<file path="config.mk">
export PLATFORM = sky130hd
export DESIGN_NAME = btn_event_poster
export DESIGN_NICKNAME = d
export VERILOG_FILES = /design/src/rtl/btn_pkg.sv /design/src/rtl/btn_debounce.sv /design/src/rtl/btn_event_poster.sv
export SDC_FILE = /design/constraint.sdc
export NUM_CORES = 1
export LEC_CHECK = 0
export ABC_AREA = 1
export CAP_MARGIN = 20
export CELL_PAD_IN_SITES_DETAIL_PLACEMENT = 1
export CELL_PAD_IN_SITES_GLOBAL_PLACEMENT = 1
export CORE_ASPECT_RATIO = 1.5
export CORE_UTILIZATION = 39
export DETAILED_ROUTE_END_ITERATION = 8
export GPL_ROUTABILITY_DRIVEN = 0
export PLACE_DENSITY_LB_ADDON = 0.1
export SYNTH_ARGS = -nofsm -noshare
export SYNTH_HDL_FRONTEND = slang
export SYNTH_SLANG_ARGS = --single-unit
export TNS_END_PERCENT = 50
</file>
<file path="constraint.sdc">
create_clock -name clk -period 2.4 [get_ports clk]
set_input_delay 0.48 -clock clk [delete_from_list [all_inputs] [get_ports clk]]
set_output_delay 0.48 -clock clk [all_outputs]
set_load 0.02 [all_outputs]
</file>
<file path="src/rtl/btn_pkg.sv">
`default_nettype none
// ============================================================================
// Module      : btn_pkg
// Description : Shared types and constants for the button-event CSR poster.
// Revision    : 1.0 - initial release
// ============================================================================
package btn_pkg;

    typedef enum logic [1:0] {
        IDLE  = 2'd0,
        POST  = 2'd1,
        WAIT  = 2'd2,
        CLEAR = 2'd3
    } state_e;

    localparam int NUM_BTN = 5;

    localparam logic [2:0] BS_NONE  = 3'd0;
    localparam logic [2:0] BS_UP    = 3'd1;
    localparam logic [2:0] BS_DOWN  = 3'd2;
    localparam logic [2:0] BS_LEFT  = 3'd3;
    localparam logic [2:0] BS_RIGHT = 3'd4;
    localparam logic [2:0] BS_RESET = 3'd5;

    localparam int BTN_UP    = 0;
    localparam int BTN_DOWN  = 1;
    localparam int BTN_LEFT  = 2;
    localparam int BTN_RIGHT = 3;
    localparam int BTN_MID   = 4;

    localparam logic [11:0] CSR_BS   = 12'h000;
    localparam logic [11:0] CSR_MIPD = 12'h100;

    // Highest-priority press among coincident edges: mid > up > down > left > right.
    function automatic logic [2:0] btn_code(input logic [NUM_BTN-1:0] rises);
        logic [2:0] code;
        code = BS_NONE;
        if (rises[BTN_MID])        code = BS_RESET;
        else if (rises[BTN_UP])    code = BS_UP;
        else if (rises[BTN_DOWN])  code = BS_DOWN;
        else if (rises[BTN_LEFT])  code = BS_LEFT;
        else if (rises[BTN_RIGHT]) code = BS_RIGHT;
        return code;
    endfunction

endpackage
`default_nettype wire

</file>
<file path="src/rtl/btn_debounce.sv">
`default_nettype none
// ============================================================================
// Module      : btn_debounce
// Description : One-bit 2-FF synchroniser followed by a stable-level debouncer.
// Revision    : 1.0 - initial release
// ============================================================================
module btn_debounce #(
    parameter int DEBOUNCE_CYCLES = 1_000_000,
    parameter int CNT_W           = 20
) (
    input  logic clk,
    input  logic rst,
    input  logic btn_i,
    output logic stable_o
);

    localparam logic [CNT_W-1:0] CNT_LAST = CNT_W'(DEBOUNCE_CYCLES - 1);

    logic             sync1_q;
    logic             sync2_q;
    logic             stable_q;
    logic             stable_d;
    logic [CNT_W-1:0] cnt_q;
    logic [CNT_W-1:0] cnt_d;

    // The counter only survives while the synchronised input keeps disagreeing.
    always_comb begin
        stable_d = stable_q;
        cnt_d    = '0;
        if (sync2_q != stable_q) begin
            if (cnt_q == CNT_LAST) begin
                stable_d = ~stable_q;
            end else begin
                cnt_d = cnt_q + 1'b1;
            end
        end
    end

    always_ff @(posedge clk) begin
        if (rst) begin
            sync1_q  <= 1'b0;
            sync2_q  <= 1'b0;
            stable_q <= 1'b0;
            cnt_q    <= '0;
        end else begin
            sync1_q  <= btn_i;
            sync2_q  <= sync1_q;
            stable_q <= stable_d;
            cnt_q    <= cnt_d;
        end
    end

    assign stable_o = stable_q;

endmodule
`default_nettype wire

</file>
<file path="src/rtl/btn_event_poster.sv">
`default_nettype none
// ============================================================================
// Module      : btn_event_poster
// Description : Debounces five buttons, posts one press code to CSR bs, raises
//               irq and clears bs/mipd once the handler acknowledges.
// Revision    : 1.0 - initial release
// ============================================================================
module btn_event_poster
    import btn_pkg::*;
#(
    parameter int DEBOUNCE_CYCLES = 1_000_000,
    parameter int CNT_W           = 20,
    parameter int DROP_W          = 8
) (
    input  logic              clk,
    input  logic              rst,
    input  logic [4:0]        btn_raw,
    input  logic [31:0]       mipd_dout,
    output logic [31:0]       bs_din,
    output logic              bs_we,
    output logic [31:0]       mipd_din,
    output logic              mipd_we,
    output logic              irq,
    output logic              busy,
    output logic [DROP_W-1:0] drop_cnt
);

    logic [NUM_BTN-1:0] stable_w;
    logic [NUM_BTN-1:0] stable_prev_q;
    logic [NUM_BTN-1:0] rise_w;
    logic [2:0]         new_code_w;
    logic               consume_w;
    logic               drop_evt_w;

    logic               pend_valid_q;
    logic               pend_valid_d;
    logic [2:0]         pend_code_q;
    logic [2:0]         pend_code_d;
    logic [DROP_W-1:0]  drop_q;
    logic [DROP_W-1:0]  drop_d;
    state_e             state_q;
    state_e             state_d;
    logic [2:0]         code_q;
    logic [2:0]         code_d;

    logic               unused_mipd;
    assign unused_mipd = ^mipd_dout[31:1];

    for (genvar gi = 0; gi < NUM_BTN; gi++) begin : g_debounce
        btn_debounce #(
            .DEBOUNCE_CYCLES (DEBOUNCE_CYCLES),
            .CNT_W           (CNT_W)
        ) u_debounce (
            .clk      (clk),
            .rst      (rst),
            .btn_i    (btn_raw[gi]),
            .stable_o (stable_w[gi])
        );
    end

    assign rise_w     = stable_w & ~stable_prev_q;
    assign new_code_w = btn_code(rise_w);
    assign consume_w  = (state_q == IDLE) && pend_valid_q;

    // Pending slot: a consumed slot counts as free in the same cycle.
    always_comb begin
        pend_valid_d = pend_valid_q & ~consume_w;
        pend_code_d  = pend_code_q;
        drop_evt_w   = 1'b0;
        if (rise_w != '0) begin
            if (!pend_valid_q || consume_w) begin
                pend_valid_d = 1'b1;
                pend_code_d  = new_code_w;
                drop_evt_w   = ($countones(rise_w) > 1);
            end else if (rise_w[BTN_MID] && (pend_code_q != BS_RESET)) begin
                pend_code_d  = BS_RESET;
                drop_evt_w   = 1'b1;
            end else begin
                drop_evt_w   = 1'b1;
            end
        end
        drop_d = drop_q;
        if (drop_evt_w && (drop_q != {DROP_W{1'b1}})) begin
            drop_d = drop_q + 1'b1;
        end
    end

    always_comb begin
        state_d = state_q;
        code_d  = code_q;
        case (state_q)
            IDLE: begin
                if (pend_valid_q) begin
                    state_d = POST;
                    code_d  = pend_code_q;
                end
            end
            POST:    state_d = WAIT;
            WAIT:    if (mipd_dout[0]) state_d = CLEAR;
            CLEAR:   state_d = IDLE;
            default: state_d = IDLE;
        endcase
    end

    always_ff @(posedge clk) begin
        if (rst) begin
            stable_prev_q <= '0;
            pend_valid_q  <= 1'b0;
            pend_code_q   <= BS_NONE;
            drop_q        <= '0;
            state_q       <= IDLE;
            code_q        <= BS_NONE;
        end else begin
            stable_prev_q <= stable_w;
            pend_valid_q  <= pend_valid_d;
            pend_code_q   <= pend_code_d;
            drop_q        <= drop_d;
            state_q       <= state_d;
            code_q        <= code_d;
        end
    end

    // Outputs depend only on registered state so the CSR strobes are glitch-free.
    always_comb begin
        bs_we    = 1'b0;
        bs_din   = 32'd0;
        mipd_we  = 1'b0;
        mipd_din = 32'd0;
        irq      = 1'b0;
        case (state_q)
            POST: begin
                bs_we   = 1'b1;
                bs_din  = {29'd0, code_q};
                mipd_we = 1'b1;
                irq     = 1'b1;
            end
            WAIT: irq = 1'b1;
            CLEAR: begin
                bs_we   = 1'b1;
                mipd_we = 1'b1;
            end
            default: ;
        endcase
    end

    assign busy     = (state_q != IDLE);
    assign drop_cnt = drop_q;

endmodule
`default_nettype wire

</file>
==> impl_metrics.env <==
export IMPL_destination_of_the_critical_timing_path="bs_din[2]"
export IMPL_netlist_instances=1094
export IMPL_number_of_antenna_violations_at_the_first_check_in_global_routing=0
export IMPL_route_detailed_wl_per_inst_um=12.3
export IMPL_crit_path_cell_trace="inv_1 > ha_1 > nand2_1 > inv_1 > clkdlybuf4s50_1"
export IMPL_grt_ovfl_total=0
export IMPL_critical_path_most_common_cell="inv_1"
export IMPL_numCtsBuffers=17
export IMPL_synthToLayoutAreaGrowth_pct=10.9
export IMPL_antennaDiodeCount=0
export IMPL_layout_common_cells="261 x nand2_1, 248 x nor2_1, 137 x dfxtp_1"
export IMPL_fp_coreArea_um2=18500
export IMPL_clock_sinks=137
export IMPL_max_stage_delay_ns=0.60
export IMPL_fillers=2460
export IMPL_worstSetupStartpoint="state_q[1]"
export IMPL_final_nets=1178
export IMPL_worst_path_max_fanout=4
export IMPL_outcome="complete, no violations"
export IMPL_p_comb_frac=0.078
export IMPL_worst_hold_check_path_type="flop to flop"
export IMPL_post_cts_resized_instances=2
export IMPL_timing_critical_path_from_type="flop"
export IMPL_io_pins=115
export IMPL_clockRootBuffer="clkbuf_16"
export IMPL_powerDensity_nw_per_um2=644
export IMPL_arrival_ns=1.83
export IMPL_flip_flop_and_latch_count_after_synthesis=137
export IMPL_share_of_layout_cells_above_drive_strength_1=0.0571
export IMPL_min_period_over_period=0.961
export IMPL_cp_required_ns=1.92
export IMPL_finalWorstPathRequiredPeriod_ns=2.31
export IMPL_drc_violations_left=0
export IMPL_final_setup_worst_slack_ns=0.0935
export IMPL_finalClockSkew_ns=0.00894
export IMPL_portBuffers=22
export IMPL_pwr_share_seq=0.439
export IMPL_rr_worst_depth=10
export IMPL_area_of_all_placed_cells_without_fillers_um2=8190
export IMPL_worst_setup_hold_path_clk_slew_ns=0.06
export IMPL_cts_setup_buffers=0
export IMPL_worst_ir_drop_vdd_v=0.000424
export IMPL_synth_seq_area_share=0.371
export IMPL_regToRegEndpoint="drop_cnt[0]"
export IMPL_worst_slack_at_placement_ns=0.168
export IMPL_detail_route_iter0_violations=151
export IMPL_hold_violations=0
export IMPL_hold_start="g_debounce[0].u_debounce.sync1_q"
export IMPL_setup_violations_final=0
export IMPL_setup_tns_after_final_layout_ns=0
export IMPL_cts_htree_levels=4
export IMPL_row_count=61
export IMPL_synth_avg_cell_area_um2=6.75
export IMPL_critPathKind="flop to primary output"
export IMPL_postPlaceCellArea_um2=7620
export IMPL_power_report_internal_total_uw=4000
export IMPL_timing_reg2reg_setup_slack_ns=0.19
export IMPL_syn_area_um2=7390
export IMPL_wire_length_of_the_first_global_routing_pass_um=29000
export IMPL_grt_pass1_vias=6439
export IMPL_timing_fmax_mhz=434
export IMPL_via_per_inst=4.59
export IMPL_critPathCaptureType="primary output"
export IMPL_postLayoutCoreUtil=0.442
export IMPL_total_switching_power_uw=1280
export IMPL_die_height_um=171
export IMPL_start_util=0.398
export IMPL_synth_yosys_warnings=0
export IMPL_worst_skew_pair_late_latency_ns=0.42
export IMPL_grt_setup_unrepaired="no"
export IMPL_pre_repair_dr_iteration_count=4
export IMPL_layout_cells_most_common="nand2_1"
export IMPL_die_area_um2=19500
export IMPL_grt_use_total=0.187
export IMPL_cellLeakagePower_uw=0.00289
export IMPL_route_vias_total=6382
export IMPL_slowest_stage="clkdlybuf4s50_1"
export IMPL_routed_wl_um=17000
export IMPL_clock_tree_from_tritoncts="yes"
export IMPL_drv_max_cap_violation_count=0
export IMPL_die_w_um=114
export IMPL_antenna_violating_nets_left=0
export IMPL_timing_final_max_slew_violations=0
export IMPL_worst_r2r_startpoint="g_debounce[0].u_debounce.stable_o"
export IMPL_ys_types=34
export IMPL_clkPwrFrac=0.483
export IMPL_detailedPlacementHpwl_um=12800
export IMPL_switching_share=0.242
export IMPL_clock_tree_buffer_depth=2
export IMPL_grt_max_degree=27
export IMPL_cts_hold_repair_buffers=0
[power groups by stage]
stage	Clock (µW)	Sequential (µW)	Combinational, µW
final	2550	2320	412
after global routing	2750	2320	460
after CTS	2640	2320	427
after detailed placement	0	2370	434
after global placement	0	2370	432
after floorplan	0	2360	375
[final cells by class]
type	count	area, µm²	area share
Sequential cell	137	2740	0.335
Multi-Input combinational cell	828	3870	0.473
Clock inverter	8	95.1	0.0116
Tap cell	252	315	0.0385
Inverter	113	424	0.0518
Timing Repair Buffer	28	270	0.0330
Clock buffer	24	472	0.0576
[logic make-up after synthesis]
logic type      count (synthesis)  synth area share
buf+inv                       189             0.135
compound gates                 81            0.0562
flops                         137             0.371
simple gates                  622             0.353
fa+ha+maj                      14            0.0247
xor+xnor                       50            0.0593
other cells                     1          0.000507
[state kept, by name (all words and copies together), names as in the netlist, 3 cells and up]
name and flops:
g_debounce.u_debounce.stable_o 5, drop_cnt 8, g_debounce.u_debounce.cnt_q 100, g_debounce.u_debounce.sync2_q 5
g_debounce.u_debounce.sync1_q 5, stable_prev_q 5, pend_code_q 3, code_q 3
[per-layer routing]
metal | track usage | vias to the layer above | share of wire
met5 | 0 | - | 0
met4 | 0.0683 | 0 | 0.016
met3 | 0.0319 | 20 | 0.020
met2 | 0.369 | 63 | 0.54
met1 | 0.193 | 2975 | 0.42
li1 | - | 3324 | -
[through the flow]
step | instances | total power (µW) | hold slack (ns)
2_1_floorplan | 1154 | 2740 | 0.388
3_3_place_gp | 1358 | 2800 | 0.396
3_5_place_dp | 1358 | 2800 | 0.396
4_1_cts | 1390 | 5380 | 0.405
5_1_grt | 1390 | 5520 | 0.430
6_report | 1390 | 5280 | 0.400
[critical path: cells and delay by family, from the launching register on]
family / cells / cell delay (ns)
simple gates: 1 / 0.08
fa+ha+maj: 1 / 0.22
flops: 1 / 0.33
buf+inv: 3 / 0.78
[cell usage after synthesis (all sizes together)]
library cell  number  area [µm²]
a21oi             54         270
buf               76         573
conb               1        3.75
dfxtp            137        2740
fa                 1        20.0
ha                13         163
inv              113         424
nand2            263         997
nand3             66         373
nand3b             6        48.8
nand4             14        87.6
nor2             261        1020
nor3               3        25.0
o21a               1        7.51
o21ai             23         115
o21bai             3        22.5
or2                9        56.3
xnor2             20         175
xor2              30         263
[worst min path at each step]
stage | slack, ns | cells after the start | end
CTS | 0.40 | 2 | g_debounce[3].u_debounce.sync2_q
global route | 0.43 | 2 | g_debounce[2].u_debounce.sync2_q
finish | 0.40 | 2 | g_debounce[0].u_debounce.sync2_q
global placement | 0.40 | 2 | g_debounce[3].u_debounce.sync2_q
floorplan | 0.39 | 2 | g_debounce[0].u_debounce.sync2_q
detailed placement | 0.40 | 2 | g_debounce[3].u_debounce.sync2_q
Note: power is estimated with default switching activity, not from simulation.
